`src/rtl/product_accumulator_pkg.sv`:
```
// rtl/product_accumulator_pkg.sv - shared state encoding and default widths for the product accumulator
// Contents:
//   acc_state_t    FSM state: ACCUM (taking products) / RESULT (holding a sum)
//   PROD_W_DEF     default product width, shared with the multiplier wrapper
//   ACC_W_DEF      default accumulator / result width
package product_accumulator_pkg;

    typedef enum logic {
        ACCUM  = 1'b0,
        RESULT = 1'b1
    } acc_state_t;

    localparam int PROD_W_DEF = 8;
    localparam int ACC_W_DEF  = 16;

endpackage

```
`src/rtl/product_accumulator_sat_adder.sv`:
```
// rtl/product_accumulator_sat_adder.sv - unsigned saturating add of a zero-extended product onto the accumulator
// Ports:
//   acc       in   ACC_W   current accumulator value
//   addend    in   PROD_W  unsigned product, zero-extended before the add
//   sum       out  ACC_W   acc + addend, clamped to all-ones on overflow
//   overflow  out  1       the true sum did not fit in ACC_W bits
module product_accumulator_sat_adder #(
    parameter int PROD_W = 8,
    parameter int ACC_W  = 16
) (
    input  logic [ACC_W-1:0]  acc,
    input  logic [PROD_W-1:0] addend,
    output logic [ACC_W-1:0]  sum,
    output logic              overflow
);

    // One extra bit catches the carry out; ACC_W >= PROD_W keeps the pad width positive.
    logic [ACC_W:0] wide_sum;

    assign wide_sum = {1'b0, acc} + {{(ACC_W + 1 - PROD_W){1'b0}}, addend};
    assign overflow = wide_sum[ACC_W];
    assign sum      = overflow ? {ACC_W{1'b1}} : wide_sum[ACC_W-1:0];

endmodule

```
`src/rtl/product_accumulator.sv`:
```
// rtl/product_accumulator.sv - accumulates TERMS multiplier products into a saturating dot product with valid/ready on both sides
// Ports:
//   clk           in   1       rising-edge clock
//   rst           in   1       synchronous reset, active high
//   clear_i       in   1       synchronous abort of the partial or pending sum
//   prod_i        in   PROD_W  unsigned product from the multiplier
//   prod_valid_i  in   1       prod_i valid
//   prod_ready_o  out  1       product accepted this cycle when valid
//   sum_o         out  ACC_W   accumulated result, stable while sum_valid_o
//   sum_valid_o   out  1       result available
//   sum_ready_i   in   1       downstream takes the result
//   sat_o         out  1       result saturated, qualified by sum_valid_o
//   count_o       out  CNT_W   products accepted into the current sum
module product_accumulator
    import product_accumulator_pkg::*;
#(
    parameter int  PROD_W = PROD_W_DEF,
    parameter int  ACC_W  = ACC_W_DEF,
    parameter int  TERMS  = 4,
    localparam int CNT_W  = $clog2(TERMS + 1)
) (
    input  logic              clk,
    input  logic              rst,
    input  logic              clear_i,
    input  logic [PROD_W-1:0] prod_i,
    input  logic              prod_valid_i,
    output logic              prod_ready_o,
    output logic [ACC_W-1:0]  sum_o,
    output logic              sum_valid_o,
    input  logic              sum_ready_i,
    output logic              sat_o,
    output logic [CNT_W-1:0]  count_o
);

    localparam logic [CNT_W-1:0] LAST_IDX = CNT_W'(TERMS - 1);

    acc_state_t       state;
    logic [ACC_W-1:0] acc;
    logic             sat;
    logic [CNT_W-1:0] count;

    logic [ACC_W-1:0] add_sum;
    logic             add_ovf;
    logic             in_accept;
    logic             out_accept;

    product_accumulator_sat_adder #(
        .PROD_W (PROD_W),
        .ACC_W  (ACC_W)
    ) u_sat_adder (
        .acc      (acc),
        .addend   (prod_i),
        .sum      (add_sum),
        .overflow (add_ovf)
    );

    // Ready is withheld during clear so a product presented alongside an abort is never counted.
    assign prod_ready_o = (state == ACCUM) & ~clear_i;
    assign in_accept    = prod_valid_i & prod_ready_o;
    assign out_accept   = sum_valid_o & sum_ready_i;

    assign sum_valid_o  = (state == RESULT);
    assign sum_o        = acc;
    assign sat_o        = sat;
    assign count_o      = count;

    always_ff @(posedge clk) begin
        if (rst || clear_i) begin
            state <= ACCUM;
            acc   <= '0;
            sat   <= 1'b0;
            count <= '0;
        end else begin
            case (state)
                ACCUM: begin
                    if (in_accept) begin
                        acc   <= add_sum;
                        sat   <= sat | add_ovf;
                        count <= count + CNT_W'(1);
                        if (count == LAST_IDX) begin
                            state <= RESULT;
                        end
                    end
                end
                RESULT: begin
                    // No bypass: the cycle that hands off the result cannot also take a product.
                    if (out_accept) begin
                        state <= ACCUM;
                        acc   <= '0;
                        sat   <= 1'b0;
                        count <= '0;
                    end
                end
                default: state <= ACCUM;
            endcase
        end
    end

endmodule
```
`config.mk`:
```
export PLATFORM = sky130hd
export DESIGN_NAME = product_accumulator
export DESIGN_NICKNAME = d
export VERILOG_FILES = /design/src/rtl/product_accumulator_pkg.sv /design/src/rtl/product_accumulator_sat_adder.sv /design/src/rtl/product_accumulator.sv
export SDC_FILE = /design/constraint.sdc
export NUM_CORES = 1
export LEC_CHECK = 0
export CORE_MARGIN = 4
export CORE_UTILIZATION = 50
export CTS_CLUSTER_SIZE = 16
export DETAILED_ROUTE_END_ITERATION = 12
export GPL_ROUTABILITY_DRIVEN = 1
export PLACE_DENSITY = 0.82
export SLEW_MARGIN = 10
export SYNTH_ARGS = -nofsm -noshare
export SYNTH_HDL_FRONTEND = slang
export SYNTH_SLANG_ARGS = --single-unit
```
`constraint.sdc`:
```
create_clock -name clk -period 3.6 [get_ports clk]
set_input_delay 0.72 -clock clk [delete_from_list [all_inputs] [get_ports clk]]
set_output_delay 0.72 -clock clk [all_outputs]
set_load 0.01 [all_outputs]
```
# Word level (Yosys, flattened, before mapping)

Index checks and enable logic that the tools add are counted.

Bits in registers: 21
Input bits: 13

Eq/ne operators: 3
Reduce and logical (&&, ||, !) cells: 2
Mux-type cells: 14
Add/subtract/negate cells: 2
Bitwise logic cells: 6

Operators with widths:

| operator                                              | count |
|---|---|
| 2-to-1 mux 16 bit                                     | 3 |
| one-hot mux 16 bit (2 select lines)                   | 1 |
| adder 16 x 8 -> 17 bit                                | 1 |
| 2-to-1 mux 3 bit                                      | 2 |
| one-hot mux 3 bit (2 select lines)                    | 1 |
| 2-to-1 mux 1 bit                                      | 5 |
| one-hot mux 1 bit (2 select lines)                    | 2 |
| adder 3 x 1 -> 3 bit, second input constant           | 1 |
| AND 1 bit                                             | 3 |
| == test 3 x 2 -> 1 bit, second input constant         | 1 |
| inequality test 2 x 1 -> 1 bit, second input constant | 1 |
| inequality test 2 bit, second input constant          | 1 |
| inverter 1 bit                                        | 2 |
| AND reduction 2 bit                                   | 1 |
| logical OR 1 bit                                      | 1 |
| OR 1 bit                                              | 1 |

# Logic depth before layout (Yosys ltp)

Word-level depth: 5
Gate-level depth with buffers: 7
Mapped depth without buffers: 7

# Hierarchy

Synthesis repeated with hierarchy kept, for this count alone.

Cells, all modules: 190
Area, all modules: 1616.6 um2

Modules (own cells, without submodules):

| module                        | area each (um2) | times used | cells each | seq. area each (um2) |
|---|---|---|---|---|
| product_accumulator           | 937.1           | 1          | 99         | 420.4 |
| product_accumulator_sat_adder | 679.4           | 1          | 91         | 0.0 |

# Worst setup path after synthesis

OpenSTA, ideal clock, no wires.

Path type: input to register
Start point: input prod_i[0]
End point: register acc[15], in the netlist sum_o[15]
Stages on the path: 7
Arrival time: 2488 ps
Library setup time: 122 ps
Required time: 3478 ps
Setup slack: 990 ps
Cells stage by stage: ha_1 fa_1 a21o_2 a221oi_4 and2_1 o22ai_1 a221o_1

Longest elaborated chain between the ends: 4

RTL lines:

| item                                | RTL line                            | text |
|---|---|---|
| start: declaration                  | product_accumulator.sv:25           | `input logic [PROD_W-1:0] prod_i,` |
| adder 16 x 8 -> 17 bit              | product_accumulator_sat_adder.sv:20 | `assign wide_sum = {1'b0, acc} + {{(ACC_W + 1 - PROD_W){1'b0}}, addend};` |
| 2-to-1 mux 16 bit                   | product_accumulator_sat_adder.sv:22 | `assign sum = overflow ? {ACC_W{1'b1}} : wide_sum[ACC_W-1:0];` |
| 2-to-1 mux 16 bit                   | product_accumulator.sv:76           | `if (in_accept) begin` |
| one-hot mux 16 bit (2 select lines) | product_accumulator.sv:74           | `case (state)` |
| end signal: assignment              | product_accumulator.sv:77           | `acc <= add_sum;` |
| end: declaration                    | product_accumulator.sv:38           | `logic [ACC_W-1:0] acc;` |

Every way passes these cells. The select of a mux whose other input is x is not followed.
A chain may end at the register's enable or synchronous reset.

# Worst setup path in the final report

Same ends and word-level chain as after synthesis.

==> key figures <==
Floorplan
  • Row cnt: 18
  • Die width: 60.11 um
  • Chip height: 60.11 um
  • Die footprint: about 3600 um2
  • IO Pins: 35
  • Area of the core: approximately 2500 um2
  • Starting Density: 53.82%

Route
  • First-pass DRT Iterations: 4
  • Vias: approximately 1400
  • Post-DRT Antenna Nets: 0
  • Routed wire per std cell: between 15 and 20 um
  • Total length of routed wires: around 3600 um
  • Vias per cell: 6.224
  • Post-route DRC: 0
  • Initial detailed-routing violation count: 46

Clock network
  • Root Buffer: clkbuf_4
  • Post-CTS Hold Buffers: 0
  • Clk_lat worst skew: between 300 and 400 ps
  • Resized Gates After CTS: 0
  • Clock buffer depth: 2
  • Postcts setup bufs: 0
  • Clk pin slew, worst setup/hold paths: 130 ps
  • CTS buffer count: 3
  • CTS tree: done
  • Htree depth: 1
  • Clock net sink count: 21

STA
  • Minimum clock period: 2831 ps
  • Fin. Hold Viols: 0
  • Max Fclk: around 350 MHz
  • Final Max Slew Viols: 0
  • Actual slew at the worst max-slew pin: 642.5 ps
  • Final setup viols: 0
  • Layout Skew: ~2.5 ps
  • Setup TNS: 0 ps
  • Slew headroom: 57.17%
  • RSZ-0062 raised after global routing: false
  • Period utilization: between 70% and 80%

Place
  • Buffers on Ports: 34
  • Final GP Congestion: 0.8504
  • Post-DP HPWL: 2662 um

Logic synthesis
  • Number of synthesized register bits: 21
  • Post-synthesis mux area share: 0.7373%
  • Synth top area share: between 30 and 40%
  • Simple-gate share of the synthesized area: around a fifth
  • Syn_nets: 183
  • Synth Area in Compound Gates: 31.80%
  • Synth Cell Area: approximately 1400 um2
  • Yosys warning count: 0
  • Syn Inst Count: 159
  • Synth Area in Adders: 10.69%
  • Unique masters post-synth: 45
  • Async SR Flop Fraction: 0%
  • Most used DFF post-synth: dfxtp_1
  • Synth area leaders: dfxtp_1 (31%), ha_1 (9.2%), a21oi_1 (6.6%)
  • Mean post-synth cell area: 8.538 um2
  • Area share of xor/xnor cells in the synthesized design: 3.871%
  • Largest family of logic cells by synthesized area: compound AO/OA/AOI/OAI gates
  • Area leader, netlist: dfxtp_1
  • EDFF count, synth: 0
  • Register area share after synthesis: between 30% and 40%

GRT
  • Grt ovf: 0
  • First-pass GRT wire length: 6292 um
  • Initial antenna violation count: 0
  • GRT busiest layer: met2
  • Largest net degree at the start of global routing: 18
  • GR met1 Demand/Resource: 29.71%
  • Vias in the first global route: 1427
  • Grt met2 use: 35.65%
  • Gr usage total: between 20% and 30%
  • Met3 usage: 3.672%

Job
  • Max-cap violations: 0

Worst setup path
  • RR Startpoint: sum_o[0]$_SDFFE_PP0P_
  • R2R cell count: 7
  • Max incr delay on CP: ~410 ps
  • Crit-path max FO: 5
  • RR Endpoint: sum_o[15]$_SDFFE_PP0P_
  • CP Launch Type: input port
  • Delay-heaviest family, CP: compound AO/OA/AOI/OAI gates
  • WS Path Type: in -> reg
  • Crit end category: flop
  • Critical Path RT: 3820 ps
  • Critical Path AT: 3050 ps
  • Worst path cell trace: clkdlybuf4s50_1 > ha_1 > fa_1 > a21o_2 > a221oi_4 > and2_1 > o22ai_1 > a221o_1
  • Buf/Inv on CP: 1
  • R2R setup slack: 1250 ps
  • Worst path slowest cell: clkdlybuf4s50_1

Power and ir drop
  • Power Density: 255.4 nW/um2
  • Worst vdd ir: 208.0 uV
  • LEAKAGE: 0.0006220 uW

Hold path
  • Worst Hold Class: reg -> reg
  • Hold EP: sat_o$_SDFFE_PP0P_
  • Hold Crit Depth: 2
  • HP Start: sat_o$_SDFFE_PP0P_

Finish
  • Register area: ~420 um2
  • Leading cell types in the layout, fill and taps excluded: clkdlybuf4s50_1 (34), dfxtp_1 (21), a21oi_1 (18), nor2_1 (12), ha_1 (10)
  • Diodes inserted: 0
  • Fin util: 69.44%
  • Multi-input logic area: 903.4 um2
  • Share of cells above drive strength 1: roughly 6.7%
  • P&R area growth vs syn: 29.03%
  • Fill cell count: 221
  • # nets final: 218
  • Commonest non-fill, non-tap cell in the layout: clkdlybuf4s50_1

Outcome
  • Status: complete, no violations
-- synthesized netlist by cell type (2+ instances only) --
cell       count
nand4_1        2
clkbuf_1       5
a31oi_1        2
xnor2_1        3
and2_1         3
inv_1          4
dfxtp_1       21
o211ai_1       5
o2111ai_1      2
nor2_1        12
a21o_1         2
o21ai_0        8
a21oi_1       18
nor3_1         7
o211a_1        2
ha_1          10
nand3_1        8
xor2_1         3
nand2_1        9
a211oi_1       8
-- per-layer routing --
layer,up-vias,routed length (um),part of all wire [%]
met5,-,0,0
met4,0,61,1.7
met3,11,205,5.7
met2,49,1749,49
met1,657,1557,44
li1,671,-,-
-- tightest hold or removal path, delay by kind of cell, from the launching register on --
family | cells | cell delay [ps]
AO/OA/AOI/OAI | 1 | 50
buffers and inverters | 1 | 50
flip-flops | 1 | 330
-- power by group --
part	switching, uW	internal [uW]	total [uW]
Sequential	3.19	236	239
Clock	79.3	41.6	121
Combinational	45.5	41.9	87.4
-- through the flow --
stage	total power [uW]	instance area (um2)	instances	hold slack, ps	setup slack, ps
6_report	447.4	1752	223	461.5	768.6
5_1_grt	471.1	1752	223	498.7	701.0
4_1_cts	450.2	1752	223	463.8	799.4
3_5_place_dp	330.1	1724	219	444.7	457.4
3_3_place_gp	328.8	1724	219	439.1	500.4
2_1_floorplan	296.3	1358	159	469.6	990.1
-- area by class of cell --
cell class | instances | area share [%]
clock buffer | 3 | 1.286
clock inverter | 1 | 0.2857
inverter | 4 | 0.8571
multi-input combinational | 129 | 51.57
sequential | 21 | 24.00
tap | 30 | 2.143
timing repair buffer | 35 | 19.86
-- cell families (layout without fill, tap and decap cells) --
family          count (synthesis)  in the layout
compound gates                 60             60
xor+xnor                        6              6
fa+ha+maj                      11             11
buf+inv                         9             43
flops                          21             21
mux                             1              1
simple gates                   51             51
-- flip-flops by register name (all words and copies together), names as in the netlist --
| signal | flops |
|---|---|
| sum_o | 16 |
| count_o | 3 |
| sat_o | 1 |
| sum_valid_o | 1 |
-- worst max path at each step --
stage	cells after the start	to	start
2_1_floorplan	7	sum_o[15]$_SDFFE_PP0P_	prod_i[0]
3_3_place_gp	8	sum_o[15]$_SDFFE_PP0P_	prod_i[0]
3_5_place_dp	8	sum_o[15]$_SDFFE_PP0P_	prod_i[0]
4_1_cts	8	sum_o[15]$_SDFFE_PP0P_	prod_i[0]
5_1_grt	8	sum_o[15]$_SDFFE_PP0P_	prod_i[0]
6_report	8	sum_o[15]$_SDFFE_PP0P_	prod_i[0]
Power figures use the tool's default switching activity.
